## src/rtl/charram_dram_ctrl.sv

```systemverilog
// Slot sequencer for one 16k x 4 character-RAM plane: interleaves video nibble
// fetches with CPU accesses in fixed 8-step slots and drives the DRAM strobes.
module charram_dram_ctrl #(
    parameter int CPU_ALT = 1
) (
    input  logic        i_MCLK,
    input  logic        i_RST_n,
    input  logic        i_CEN,
    input  logic [13:0] i_VID_ADDR,
    output logic [3:0]  o_VID_DATA,
    output logic        o_VID_VALID,
    input  logic        i_CPU_REQ,
    input  logic        i_CPU_WE,
    input  logic [13:0] i_CPU_ADDR,
    input  logic [3:0]  i_CPU_DIN,
    output logic [3:0]  o_CPU_DOUT,
    output logic        o_CPU_ACK,
    output logic [7:0]  o_DRAM_ADDR,
    output logic [3:0]  o_DRAM_DIN,
    input  logic [3:0]  i_DRAM_DOUT,
    output logic        o_RAS_n,
    output logic        o_CAS_n,
    output logic        o_WR_n,
    output logic        o_RD_n
);

    typedef struct packed {
        logic        active;
        logic        cpu;
        logic        we;
        logic [13:0] addr;
        logic [3:0]  din;
    } slot_t;

    localparam logic [2:0] ST_LATCH = 3'd0;
    localparam logic [2:0] ST_RAS   = 3'd2;
    localparam logic [2:0] ST_CAS   = 3'd3;
    localparam logic [2:0] ST_STRB  = 3'd4;
    localparam logic [2:0] ST_REL   = 3'd5;
    localparam logic [2:0] ST_DONE  = 3'd6;
    localparam logic [2:0] ST_LAST  = 3'd7;

    logic [2:0] step;
    logic       odd;
    slot_t      slot;
    slot_t      nxt;

    // Even slots always belong to video; odd slots go to a requesting CPU,
    // otherwise to video or nobody depending on CPU_ALT.
    always_comb begin
        nxt        = '0;
        nxt.active = 1'b1;
        nxt.addr   = i_VID_ADDR;
        if (odd) begin
            if (i_CPU_REQ) begin
                nxt.cpu  = 1'b1;
                nxt.we   = i_CPU_WE;
                nxt.addr = i_CPU_ADDR;
                nxt.din  = i_CPU_DIN;
            end else if (CPU_ALT != 0) begin
                nxt.active = 1'b0;
            end
        end
    end

    always_ff @(posedge i_MCLK) begin
        o_VID_VALID <= 1'b0;
        o_CPU_ACK   <= 1'b0;
        if (!i_RST_n) begin
            step        <= 3'd0;
            odd         <= 1'b0;
            slot        <= '0;
            o_RAS_n     <= 1'b1;
            o_CAS_n     <= 1'b1;
            o_WR_n      <= 1'b1;
            o_RD_n      <= 1'b1;
            o_DRAM_ADDR <= 8'd0;
            o_DRAM_DIN  <= 4'd0;
            o_VID_DATA  <= 4'd0;
            o_CPU_DOUT  <= 4'd0;
        end else if (i_CEN) begin
            step <= step + 3'd1;
            if (step == ST_LAST)
                odd <= ~odd;
            case (step)
                ST_LATCH: begin
                    slot    <= nxt;
                    o_RAS_n <= 1'b1;
                    o_CAS_n <= 1'b1;
                    o_WR_n  <= 1'b1;
                    o_RD_n  <= 1'b1;
                    if (nxt.active)
                        o_DRAM_ADDR <= nxt.addr[7:0];
                end
                ST_RAS: if (slot.active) o_RAS_n <= 1'b0;
                ST_CAS: if (slot.active) begin
                    o_DRAM_ADDR <= {1'b0, slot.addr[13:8], 1'b0};
                    o_CAS_n     <= 1'b0;
                end
                ST_STRB: if (slot.active) begin
                    if (slot.cpu && slot.we) begin
                        o_WR_n     <= 1'b0;
                        o_DRAM_DIN <= slot.din;
                    end else begin
                        o_RD_n <= 1'b0;
                    end
                end
                ST_REL: begin
                    o_WR_n <= 1'b1;
                    o_RD_n <= 1'b1;
                end
                // The DRAM registers its output on the edge it first sees /RD
                // low, so the nibble is taken here, together with the pulse.
                ST_DONE: if (slot.active) begin
                    if (!slot.cpu) begin
                        o_VID_DATA  <= i_DRAM_DOUT;
                        o_VID_VALID <= 1'b1;
                    end else begin
                        if (!slot.we)
                            o_CPU_DOUT <= i_DRAM_DOUT;
                        o_CPU_ACK <= 1'b1;
                    end
                end
                ST_LAST: o_CAS_n <= 1'b1;
                default: ;
            endcase
        end
    end

endmodule

```

## config.mk

```make
export PLATFORM = sky130hd
export DESIGN_NAME = charram_dram_ctrl
export DESIGN_NICKNAME = d
export VERILOG_FILES = /design/src/rtl/charram_dram_ctrl.sv
export SDC_FILE = /design/constraint.sdc
export NUM_CORES = 1
export LEC_CHECK = 0
export BUFFER_PORTS_ARGS = -buffer_cell sky130_fd_sc_hd__clkbuf_2
export CORE_MARGIN = 2
export CORE_UTILIZATION = 50
export DETAILED_ROUTE_END_ITERATION = 12
export HOLD_SLACK_MARGIN = 0.12
export PLACE_DENSITY = 0.8
export SKIP_CTS_REPAIR_TIMING = 1
export SYNTH_ARGS = -nofsm -noshare
export SYNTH_HDL_FRONTEND = slang
export SYNTH_SLANG_ARGS = --single-unit
```

## constraint.sdc

```tcl
create_clock -name i_MCLK -period 3.99 [get_ports i_MCLK]
set_input_delay 0.798 -clock i_MCLK [delete_from_list [all_inputs] [get_ports i_MCLK]]
set_output_delay 0.798 -clock i_MCLK [all_outputs]
set_load 0.01 [all_outputs]
```

==> impl_summary.txt, run 1 <==
----------------------------------------------------
[Run status]
  Outcome ... finished clean

[Critical path]
  R2r setup slk ... 2040 ps
  Reg2reg path depth ... 6
  Critical path capture point type ... flop
  Data arrival time at the worst-slack endpoint ... 2150 ps
  Type of the setup path with the least slack ... flop to flop
  Largest fanout on the critical path ... 18
  Worst EP required ... 4190 ps
  Element type at the critical path start ... flop

[Floorplan]
  DIE WIDTH ... 66.3 µm
  Placeable core region ... 3690 µm²
  Die Outline Area ... 4390 µm²
  Number of core rows ... 22
  Die Height ... 66.3 µm
  Starting utilization of the core area ... 52.5%
  Ports ... 67

[Final layout]
  Diode count ... 0
  Filler Cell Count ... 323
  Fin util ... 64.2%
  Fin area ... 2370 µm²
  Area growth syn-to-layout ... 22.1%
  Final #Nets ... 324
  Ratio of cells with drive above 1 in the final layout ... 29.1%
  Number of standard cells in the layout, taps in and fillers out ... 326

[Timing]
  Transition at the pin with the smallest max-transition slack ... 946 ps
  Min Clock Period, post-route ... 1950 ps
  Worst hold margin ... 462 ps
  Number of hold violations in the final report ... 0
  Setup TNS ... 0 ps
  Achievable frequency ... 513 MHz
  Unrepaired setup endpoints after global routing ... no
  Final number of setup-violating endpoints ... 0
  Post-route clock period utilization ... 48.9%
  Setup WS post-layout ... 2040 ps
  Number of pins exceeding their max-slew limit in the final report ... 0
  Setup Skew ... 5.12 ps
  Headroom to the max-slew limit ... 36.9%

[Synth]
  Post-Syn Instances ... 218
  Leading area contributor after synthesis ... sky130_fd_sc_hd__dfxtp_1
  Post-synthesis share of cell area spent on xor and xnor gates ... 0.904%
  Synth warnings ... 0
  Synth cell types ... 34
  Largest family of logic cells by synthesized area ... simple AND/OR/NAND/NOR gates
  Mapped Area ... 1940 µm²
  Top-area cell type share of the netlist area ... 44.4%
  Share of the synthesized area in compound gates (AO/OA/AOI/OAI) ... 15.5%
  Basic-gate share of the synthesized area counting and, or, nand and nor cells ... 21.6%
  Net count of the mapped netlist ... 265
  Number of synthesized register bits ... 43
  Sequential element share of the synthesized area ... 44.4%
  Leading register cell type out of synthesis ... sky130_fd_sc_hd__dfxtp_1
  Share of cell area taken by muxes after synthesis ... 9.04%
  Number of flops mapped to enable cells by yosys ... 0
  Adder-cell share of the synthesized area ... 3.87%
  Post-Synthesis Mean Instance Area ... 8.89 µm²
  Top post-synthesis cells by area ... sky130_fd_sc_hd__dfxtp_1, sky130_fd_sc_hd__mux2i_1, sky130_fd_sc_hd__nand2_1
  Share of synthesized flip-flops with an asynchronous set or reset ... 0%

[Clock tree]
  Clock Tree Buf Depth ... 2
  Total number of H-tree levels ... 2
  Clock tree from TritonCTS ... built
  CTS sink count ... 43
  Number of buffers created by CTS ... 5
  Clock insertion delay at the later pin of the skew report ... 300 ps
  CTS root buffer ... sky130_fd_sc_hd__clkbuf_8
  Clock slew at the register clock pins of the worst setup and hold paths ... 80 ps

[Route]
  Vias after detailed routing ... 1711
  Detailed Routing Iterations Pass 1 ... 4
  Number of DRC violations after detailed-routing iteration 0 ... 70
  Final routed DRC violation total ... 0
  Routed len/inst ... 12.3 µm
  Antenna viol nets, final ... 0
  Vias per inst ... 5.25
  Final wirelength ... 4000 µm

[Placement]
  Number of placed cells counting well taps ... 318
  Routability congestion estimate ... 0.798
  Post-place instance area ... 2250 µm²
  Quantity of I/O buffers inserted on ports ... 66
  Post-Place Worst Slack ... 1710 ps
  Estimated wirelength of the detail-placed design ... 3010 µm

[Global routing]
  Initial antenna violation count ... 0
  Grt total ovfl ... 0
  First-pass GRT wire length ... 6820 µm
  Largest net degree at the start of global routing ... 32
  Global router's overall resource usage ... 20.3%
  Number of global-route vias before repair ... 1633

[Pwr]
  Worst IR drop on VDD ... 0.264 mV
  Total power consumption of the routed design ... 925 µW
  Leakage power of the design ... 0.983 nW
  Power density over the cells ... 391 nW/µm²

[Worst hold path]
  Type of the tightest min-delay check ... flop to flop
  Depth of the worst hold-timing path ... 2

[Job]
  Max-cap violations ... 0

----------------------------------------------------
## layer usage
layer  track usage [%]  up-vias  wire length [µm]
met4              10.2        0                97
met5                 0        -                 0
li1                  -      883                 -
met2              32.9       41              1890
met3              5.11       11               203
met1              24.9      776              1810
## path summary, 6_finish.rpt
kind	startpoint	to
max	step[0]$_SDFFE_PN0P_	slot[12]$_SDFFE_PN0P_
min	o_CPU_DOUT[3]$_SDFFE_PN0P_	o_CPU_DOUT[3]$_SDFFE_PN0P_
max reg2reg	step[0]$_SDFFE_PN0P_	slot[12]$_SDFFE_PN0P_
min reg2reg	o_CPU_DOUT[3]$_SDFFE_PN0P_	o_CPU_DOUT[3]$_SDFFE_PN0P_
## state kept, by name, indices dropped and copies added (netlist names)
register / flops
o_WR_n: 1
o_VID_VALID: 1
odd: 1
o_DRAM_ADDR: 8
o_CAS_n: 1
slot: 13
step: 3
o_CPU_ACK: 1
o_RAS_n: 1
o_RD_n: 1
o_DRAM_DIN: 4
o_VID_DATA: 4
o_CPU_DOUT: 4
## layout by cell type, fill, tap and decap left out, types with 2 or more instances in the layout
cell	synthesis	layout
sky130_fd_sc_hd__a211oi_1	2	2
sky130_fd_sc_hd__a21oi_1	9	9
sky130_fd_sc_hd__a22o_1	8	8
sky130_fd_sc_hd__a311oi_1	8	8
sky130_fd_sc_hd__a41oi_1	2	2
sky130_fd_sc_hd__and2_1	2	2
sky130_fd_sc_hd__clkbuf_2	0	66
sky130_fd_sc_hd__clkbuf_8	0	5
sky130_fd_sc_hd__dfxtp_1	43	43
sky130_fd_sc_hd__ha_1	6	6
sky130_fd_sc_hd__inv_1	4	4
sky130_fd_sc_hd__mux2i_1	16	16
sky130_fd_sc_hd__nand2_1	32	32
sky130_fd_sc_hd__nand2b_1	2	2
sky130_fd_sc_hd__nand3_1	18	18
sky130_fd_sc_hd__nand4_1	2	2
sky130_fd_sc_hd__nor2_1	23	23
sky130_fd_sc_hd__nor2_2	2	2
sky130_fd_sc_hd__nor3_1	3	3
sky130_fd_sc_hd__o21ai_0	11	11
## cell usage after synthesis, drive strengths merged (6+ instances only)
master / instances
dfxtp: 43
nand2: 32
nor2: 25
nand3: 18
mux2i: 16
o21ai: 11
buf: 10
a21oi: 9
a22o: 8
a311oi: 8
ha: 6
## cell type report
class / instances / area (µm²) / share of cell area (%)
multi-input cells: 157 / 986 / 41.6
flip-flops and latches: 43 / 861 / 36.4
repair buffers: 66 / 330 / 14.0
clock buffers: 5 / 68.8 / 2.91
well taps: 48 / 60.1 / 2.54
clock inverters: 3 / 46.3 / 1.96
inverters: 4 / 15.0 / 0.634
## cell families after synthesis
group	Yosys count
simple gates	90
flops	43
buf+inv	18
fa+ha+maj	6
compound gates	42
xor+xnor	2
mux	17
## power breakdown
group	total [mW]	switching, mW	leakage, nW	internal [mW]
Sequential	0.465	0.0170	0.350	0.448
Clock	0.344	0.155	0.0548	0.188
Combinational	0.116	0.0618	0.579	0.0537
## worst max-delay path, cell delays in order (launching register included)
cell                       delay (ps)
sky130_fd_sc_hd__dfxtp_1          360
sky130_fd_sc_hd__inv_1            100
sky130_fd_sc_hd__ha_1             270
sky130_fd_sc_hd__nor2b_4          230
sky130_fd_sc_hd__and2_1           520
sky130_fd_sc_hd__nor2_1            90
sky130_fd_sc_hd__a311oi_1         280
(Power assumes the default switching activity.)
==> run 2: changes to the inputs <==
--- a/config.mk
+++ b/config.mk
@@ -7,10 +7,10 @@
 export LEC_CHECK = 0
 export BUFFER_PORTS_ARGS = -buffer_cell sky130_fd_sc_hd__clkbuf_2
 export CORE_MARGIN = 2
-export CORE_UTILIZATION = 50
+export CORE_UTILIZATION = 44
 export DETAILED_ROUTE_END_ITERATION = 12
 export HOLD_SLACK_MARGIN = 0.12
-export PLACE_DENSITY = 0.8
+export PLACE_DENSITY = 0.74
 export SKIP_CTS_REPAIR_TIMING = 1
 export SYNTH_ARGS = -nofsm -noshare
 export SYNTH_HDL_FRONTEND = slang
==> constraint.sdc (replaced) <==
create_clock -name i_MCLK -period 1.7 [get_ports i_MCLK]
set_input_delay 0.34 -clock i_MCLK [delete_from_list [all_inputs] [get_ports i_MCLK]]
set_output_delay 0.34 -clock i_MCLK [all_outputs]
set_load 0.01 [all_outputs]
==> impl_summary.txt, run 2 (synthesized netlist as in run 1, its figures left out) <==
----------------------------------------------------
[Timing]
  Post-route clock period utilization ... 93.6%
  Setup Skew ... 4.76 ps
  Min Clock Period, post-route ... 1590 ps
  Setup TNS ... 0 ps
  Achievable frequency ... 629 MHz
  Headroom to the max-slew limit ... 73.4%
  Number of pins exceeding their max-slew limit in the final report ... 0
  Number of hold violations in the final report ... 0
  Transition at the pin with the smallest max-transition slack ... 396 ps
  Worst hold margin ... 280 ps
  Unrepaired setup endpoints after global routing ... no
  Final number of setup-violating endpoints ... 0

[Route]
  Detailed Routing Iterations Pass 1 ... 4
  Number of DRC violations after detailed-routing iteration 0 ... 59
  Routed len/inst ... 12.7 µm
  Vias per inst ... 5.19
  Final wirelength ... 4280 µm
  Vias after detailed routing ... 1754
  Antenna viol nets, final ... 0
  Final routed DRC violation total ... 0

[Run status]
  Outcome ... finished clean

[Clock tree]
  Clock tree from TritonCTS ... built
  Clock slew at the register clock pins of the worst setup and hold paths ... 80 ps
  CTS sink count ... 43
  Clock insertion delay at the later pin of the skew report ... 290 ps
  Total number of H-tree levels ... 2
  CTS root buffer ... sky130_fd_sc_hd__clkbuf_8
  Number of buffers created by CTS ... 5
  Clock Tree Buf Depth ... 2

[Floorplan]
  Number of core rows ... 24
  Die Height ... 70.4 µm
  DIE WIDTH ... 70.4 µm
  Starting utilization of the core area ... 45.1%
  Die Outline Area ... 4950 µm²
  Ports ... 67
  Placeable core region ... 4290 µm²

[Global routing]
  Number of global-route vias before repair ... 1638
  Global router's overall resource usage ... 18.5%
  Largest net degree at the start of global routing ... 24
  Initial antenna violation count ... 0
  Grt total ovfl ... 0
  First-pass GRT wire length ... 7440 µm

[Final layout]
  Final #Nets ... 333
  Max FFs per register ... 13
  Most frequent cells in the layout ... sky130_fd_sc_hd__clkbuf_2, sky130_fd_sc_hd__dfxtp_1, sky130_fd_sc_hd__nand2_1
  Largest register by flop count ... slot
  Ratio of cells with drive above 1 in the final layout ... 33.2%
  Area growth syn-to-layout ... 26.6%
  Commonest non-fill, non-tap cell in the layout ... sky130_fd_sc_hd__clkbuf_2
  Largest registers ... slot x13, o_DRAM_ADDR x8
  Diode count ... 0

[Critical path]
  Worst EP required ... 1890 ps
  Element type at the critical path start ... flop
  Largest fanout on the critical path ... 8
  Type of the setup path with the least slack ... flop to flop
  Critical path capture point type ... flop
  Data arrival time at the worst-slack endpoint ... 1780 ps

[Pwr]
  Leakage power of the design ... 1.03 nW
  Power density over the cells ... 885 nW/µm²
  Worst IR drop on VDD ... 0.509 mV

[Placement]
  Routability congestion estimate ... 0.831
  Estimated wirelength of the detail-placed design ... 3170 µm
  Quantity of I/O buffers inserted on ports ... 66

[Job]
  Max-cap violations ... 0

[Worst hold path]
  Type of the tightest min-delay check ... primary input to flop

----------------------------------------------------
[run 2: changes by cell type in the layout (fill, tap and decap cells not counted), sizes merged]
cell	change
clkinvlp	-1
inv	-1
clkbuf	+1
buf	+9
[run 2: cell type report]
| cell class | count | area [µm²] |
|---|---|---|
| Fill cell | 410 | 1840 |
| Multi-Input combinational cell | 157 | 997 |
| Sequential cell | 43 | 863 |
| Timing Repair Buffer | 75 | 410 |
| Clock buffer | 6 | 72.6 |
| Tap cell | 52 | 65.1 |
| Clock inverter | 1 | 30.0 |
| Inverter | 4 | 15.0 |
[run 2: critical path, stage by stage, from the launching register on]
cell,delay [ps]
sky130_fd_sc_hd__dfxtp_2,350
sky130_fd_sc_hd__inv_2,60
sky130_fd_sc_hd__ha_2,170
sky130_fd_sc_hd__nor2b_4,170
sky130_fd_sc_hd__mux2_4,330
sky130_fd_sc_hd__and3_4,210
sky130_fd_sc_hd__a22o_1,190
[run 2: final timing paths]
kind | startpoint | endpoint | slack [ps] | cells past startpoint
max | step[0]$_SDFFE_PN0P_ | o_DRAM_ADDR[6]$_SDFFE_PN0P_ | 110 | 6
min | i_DRAM_DOUT[3] | o_CPU_DOUT[3]$_SDFFE_PN0P_ | 280 | 3
max reg2reg | step[0]$_SDFFE_PN0P_ | o_DRAM_ADDR[6]$_SDFFE_PN0P_ | 110 | 6
min reg2reg | slot[0]$_SDFFE_PN0P_ | slot[0]$_SDFFE_PN0P_ | 460 | 2
[run 2: where the power goes]
group	internal [mW]	leakage [nW]	total [mW]	switching, mW
combinational	0.155	0.626	0.318	0.162
clock	0.431	0.0513	0.769	0.338
sequential	1.05	0.351	1.09	0.0329
total	1.64	1.03	2.17	0.533
[run 2: routing by layer]
metal  track usage [%]  routed length [µm]  up-vias
met2              30.0                1930       58
li1                  -                   -      900
met3              5.34                 277        9
met1              23.3                2000      787
met4              6.41                  67        0
met5                 0                   0        -
[run 2: per-stage QoR]
step / cell area (µm²) / util (%) / power, mW / std cells / worst slack [ps]
final: 2450 / 57.1 / 2.17 / 338 / 109
after global routing: 2450 / 57.1 / 2.27 / 338 / 17.8
after CTS: 2440 / 56.8 / 2.19 / 337 / 27.2
after detailed placement: 2330 / 54.4 / 1.42 / 330 / 42.2
after global placement: 2330 / 54.4 / 1.41 / 330 / 99.8
after floorplan: 1950 / - / 1.30 / 218 / 0.309
==> run 3: changes to the inputs <==
--- a/config.mk
+++ b/config.mk
@@ -5,12 +5,12 @@
 export SDC_FILE = /design/constraint.sdc
 export NUM_CORES = 1
 export LEC_CHECK = 0
-export BUFFER_PORTS_ARGS = -buffer_cell sky130_fd_sc_hd__clkbuf_2
+export BUFFER_PORTS_ARGS = -buffer_cell sky130_fd_sc_hd__buf_2
 export CORE_MARGIN = 2
-export CORE_UTILIZATION = 44
+export CORE_UTILIZATION = 50
 export DETAILED_ROUTE_END_ITERATION = 12
 export HOLD_SLACK_MARGIN = 0.12
-export PLACE_DENSITY = 0.74
+export PLACE_DENSITY = 0.8
 export SKIP_CTS_REPAIR_TIMING = 1
 export SYNTH_ARGS = -nofsm -noshare
 export SYNTH_HDL_FRONTEND = slang
==> constraint.sdc (replaced) <==
create_clock -name i_MCLK -period 1.9 [get_ports i_MCLK]
set_input_delay 0.38 -clock i_MCLK [delete_from_list [all_inputs] [get_ports i_MCLK]]
set_output_delay 0.38 -clock i_MCLK [all_outputs]
set_load 0.01 [all_outputs]
==> impl_summary.txt, run 3 (synthesized netlist as in run 1, its figures left out) <==
----------------------------------------------------
[Final layout]
  Commonest non-fill, non-tap cell in the layout ... sky130_fd_sc_hd__buf_2
  Largest register by flop count ... slot
  Final #Nets ... 329
  Area growth syn-to-layout ... 24.2%
  Ratio of cells with drive above 1 in the final layout ... 30.7%
  Diode count ... 0
  Max FFs per register ... 13
  Largest registers ... slot x13, o_DRAM_ADDR x8
  Filler Cell Count ... 344
  Most frequent cells in the layout ... sky130_fd_sc_hd__buf_2, sky130_fd_sc_hd__dfxtp_1, sky130_fd_sc_hd__nand2_1

[Floorplan]
  Placeable core region ... 3690 µm²
  DIE WIDTH ... 66.3 µm
  Starting utilization of the core area ... 52.5%
  Die Height ... 66.3 µm
  Number of core rows ... 22
  Die Outline Area ... 4390 µm²
  Ports ... 67

[Critical path]
  R2r setup slk ... 190 ps
  Element type at the critical path start ... flop
  Worst reg2reg startpoint ... step[0]$_SDFFE_PN0P_
  Endpoint of the worst setup timing path ... o_DRAM_ADDR[1]$_SDFFE_PN0P_
  Largest fanout on the critical path ... 8
  Data arrival time at the worst-slack endpoint ... 1890 ps
  Reg2Reg Capture Point ... o_DRAM_ADDR[1]$_SDFFE_PN0P_
  Worst EP required ... 2090 ps
  Critical Path Source ... step[0]$_SDFFE_PN0P_
  Critical path capture point type ... flop
  Reg2reg path depth ... 6
  Type of the setup path with the least slack ... flop to flop

[Placement]
  Routability congestion estimate ... 0.763
  Estimated wirelength of the detail-placed design ... 3130 µm
  Quantity of I/O buffers inserted on ports ... 66
  Post-Place Worst Slack ... 181 ps

[Clock tree]
  Clock tree from TritonCTS ... built
  CTS sink count ... 43
  Total number of H-tree levels ... 2
  Clock insertion delay at the later pin of the skew report ... 300 ps
  Clock Tree Buf Depth ... 2
  Number of buffers created by CTS ... 5
  Clock slew at the register clock pins of the worst setup and hold paths ... 80 ps
  CTS root buffer ... sky130_fd_sc_hd__clkbuf_8

[Route]
  Vias after detailed routing ... 1762
  Final wirelength ... 4250 µm
  Vias per inst ... 5.32
  Final routed DRC violation total ... 0
  Antenna viol nets, final ... 0
  Number of DRC violations after detailed-routing iteration 0 ... 70
  Detailed Routing Iterations Pass 1 ... 4
  Routed len/inst ... 12.8 µm

[Global routing]
  Largest net degree at the start of global routing ... 28
  Number of global-route vias before repair ... 1667
  Grt total ovfl ... 0
  First-pass GRT wire length ... 7180 µm
  Initial antenna violation count ... 0
  Global router's overall resource usage ... 21.1%

[Worst hold path]
  Depth of the worst hold-timing path ... 3
  Type of the tightest min-delay check ... primary input to flop

[Timing]
  Achievable frequency ... 586 MHz
  Min Clock Period, post-route ... 1710 ps
  Setup WS post-layout ... 194 ps
  Setup TNS ... 0 ps
  Headroom to the max-slew limit ... 68.8%
  Number of pins exceeding their max-slew limit in the final report ... 0
  Setup Skew ... 9.67 ps
  Post-route clock period utilization ... 89.8%
  Final number of setup-violating endpoints ... 0
  Transition at the pin with the smallest max-transition slack ... 465 ps
  Number of hold violations in the final report ... 0
  Unrepaired setup endpoints after global routing ... no

[Run status]
  Outcome ... finished clean

[Pwr]
  Leakage power of the design ... 1.01 nW
  Worst IR drop on VDD ... 0.868 mV
  Power density over the cells ... 809 nW/µm²

[Job]
  Max-cap violations ... 0

----------------------------------------------------
==> run 3: changes by cell type in the layout (fill, tap and decap cells not counted), sizes merged <==
cell      before  now
clkbuf        72    5
inv            4    5
clkinvlp       0    1
buf            9   71
==> run 3: power by group <==
part | switching (mW) | internal [mW] | total (mW)
combinational | 0.138 | 0.121 | 0.259
clock | 0.321 | 0.396 | 0.717
sequential | 0.0295 | 0.942 | 0.971
==> run 3: layout make-up <==
cell class	count	area, µm²	area share, %
multi-input combinational	157	988	41.1
sequential	43	861	35.8
timing repair buffer	71	368	15.3
clock buffer	5	68.8	2.86
tap	48	60.1	2.49
clock inverter	3	46.3	1.92
inverter	4	15.0	0.624
==> run 3: stage by stage <==
stage               cells  instance area (µm²)  total power, mW  utilization [%]  hold slack (ps)
finish                331                 2410             1.95             65.3              317
global route          331                 2410             2.04             65.3              330
CTS                   331                 2400             1.96             65.2              309
detailed placement    323                 2290             1.25             62.1              449
global placement      323                 2290             1.24             62.1              443
floorplan             218                 1940             1.16                -              432
==> run 3: how the worst min path moves through the flow <==
stage	startpoint	end	slack, ps
2_1_floorplan	slot[0]$_SDFFE_PN0P_	slot[0]$_SDFFE_PN0P_	430
3_3_place_gp	slot[2]$_SDFFE_PN0P_	slot[2]$_SDFFE_PN0P_	440
3_5_place_dp	o_CPU_DOUT[3]$_SDFFE_PN0P_	o_CPU_DOUT[3]$_SDFFE_PN0P_	450
4_1_cts	i_DRAM_DOUT[0]	o_CPU_DOUT[0]$_SDFFE_PN0P_	310
5_1_grt	i_VID_ADDR[9]	slot[13]$_SDFFE_PN0P_	330
6_report	i_DRAM_DOUT[1]	o_CPU_DOUT[1]$_SDFFE_PN0P_	320
==> run 3: metal layers <==
| layer | track usage (%) | vias to the layer above | share of wire, % |
|---|---|---|---|
| li1 | - | 894 | - |
| met1 | 25.7 | 806 | 45 |
| met2 | 34.4 | 53 | 47 |
| met3 | 6.47 | 9 | 6.4 |
| met4 | 8.67 | 0 | 1.9 |
| met5 | 0 | - | 0 |
==> run 3: worst max-delay path: stages, from the launching register on <==
cell and delay (ps):
sky130_fd_sc_hd__dfxtp_1 350, sky130_fd_sc_hd__inv_1 100, sky130_fd_sc_hd__ha_2 230, sky130_fd_sc_hd__nor2b_4 190, sky130_fd_sc_hd__mux2_4 330, sky130_fd_sc_hd__and3_4 210
sky130_fd_sc_hd__a22o_1 180
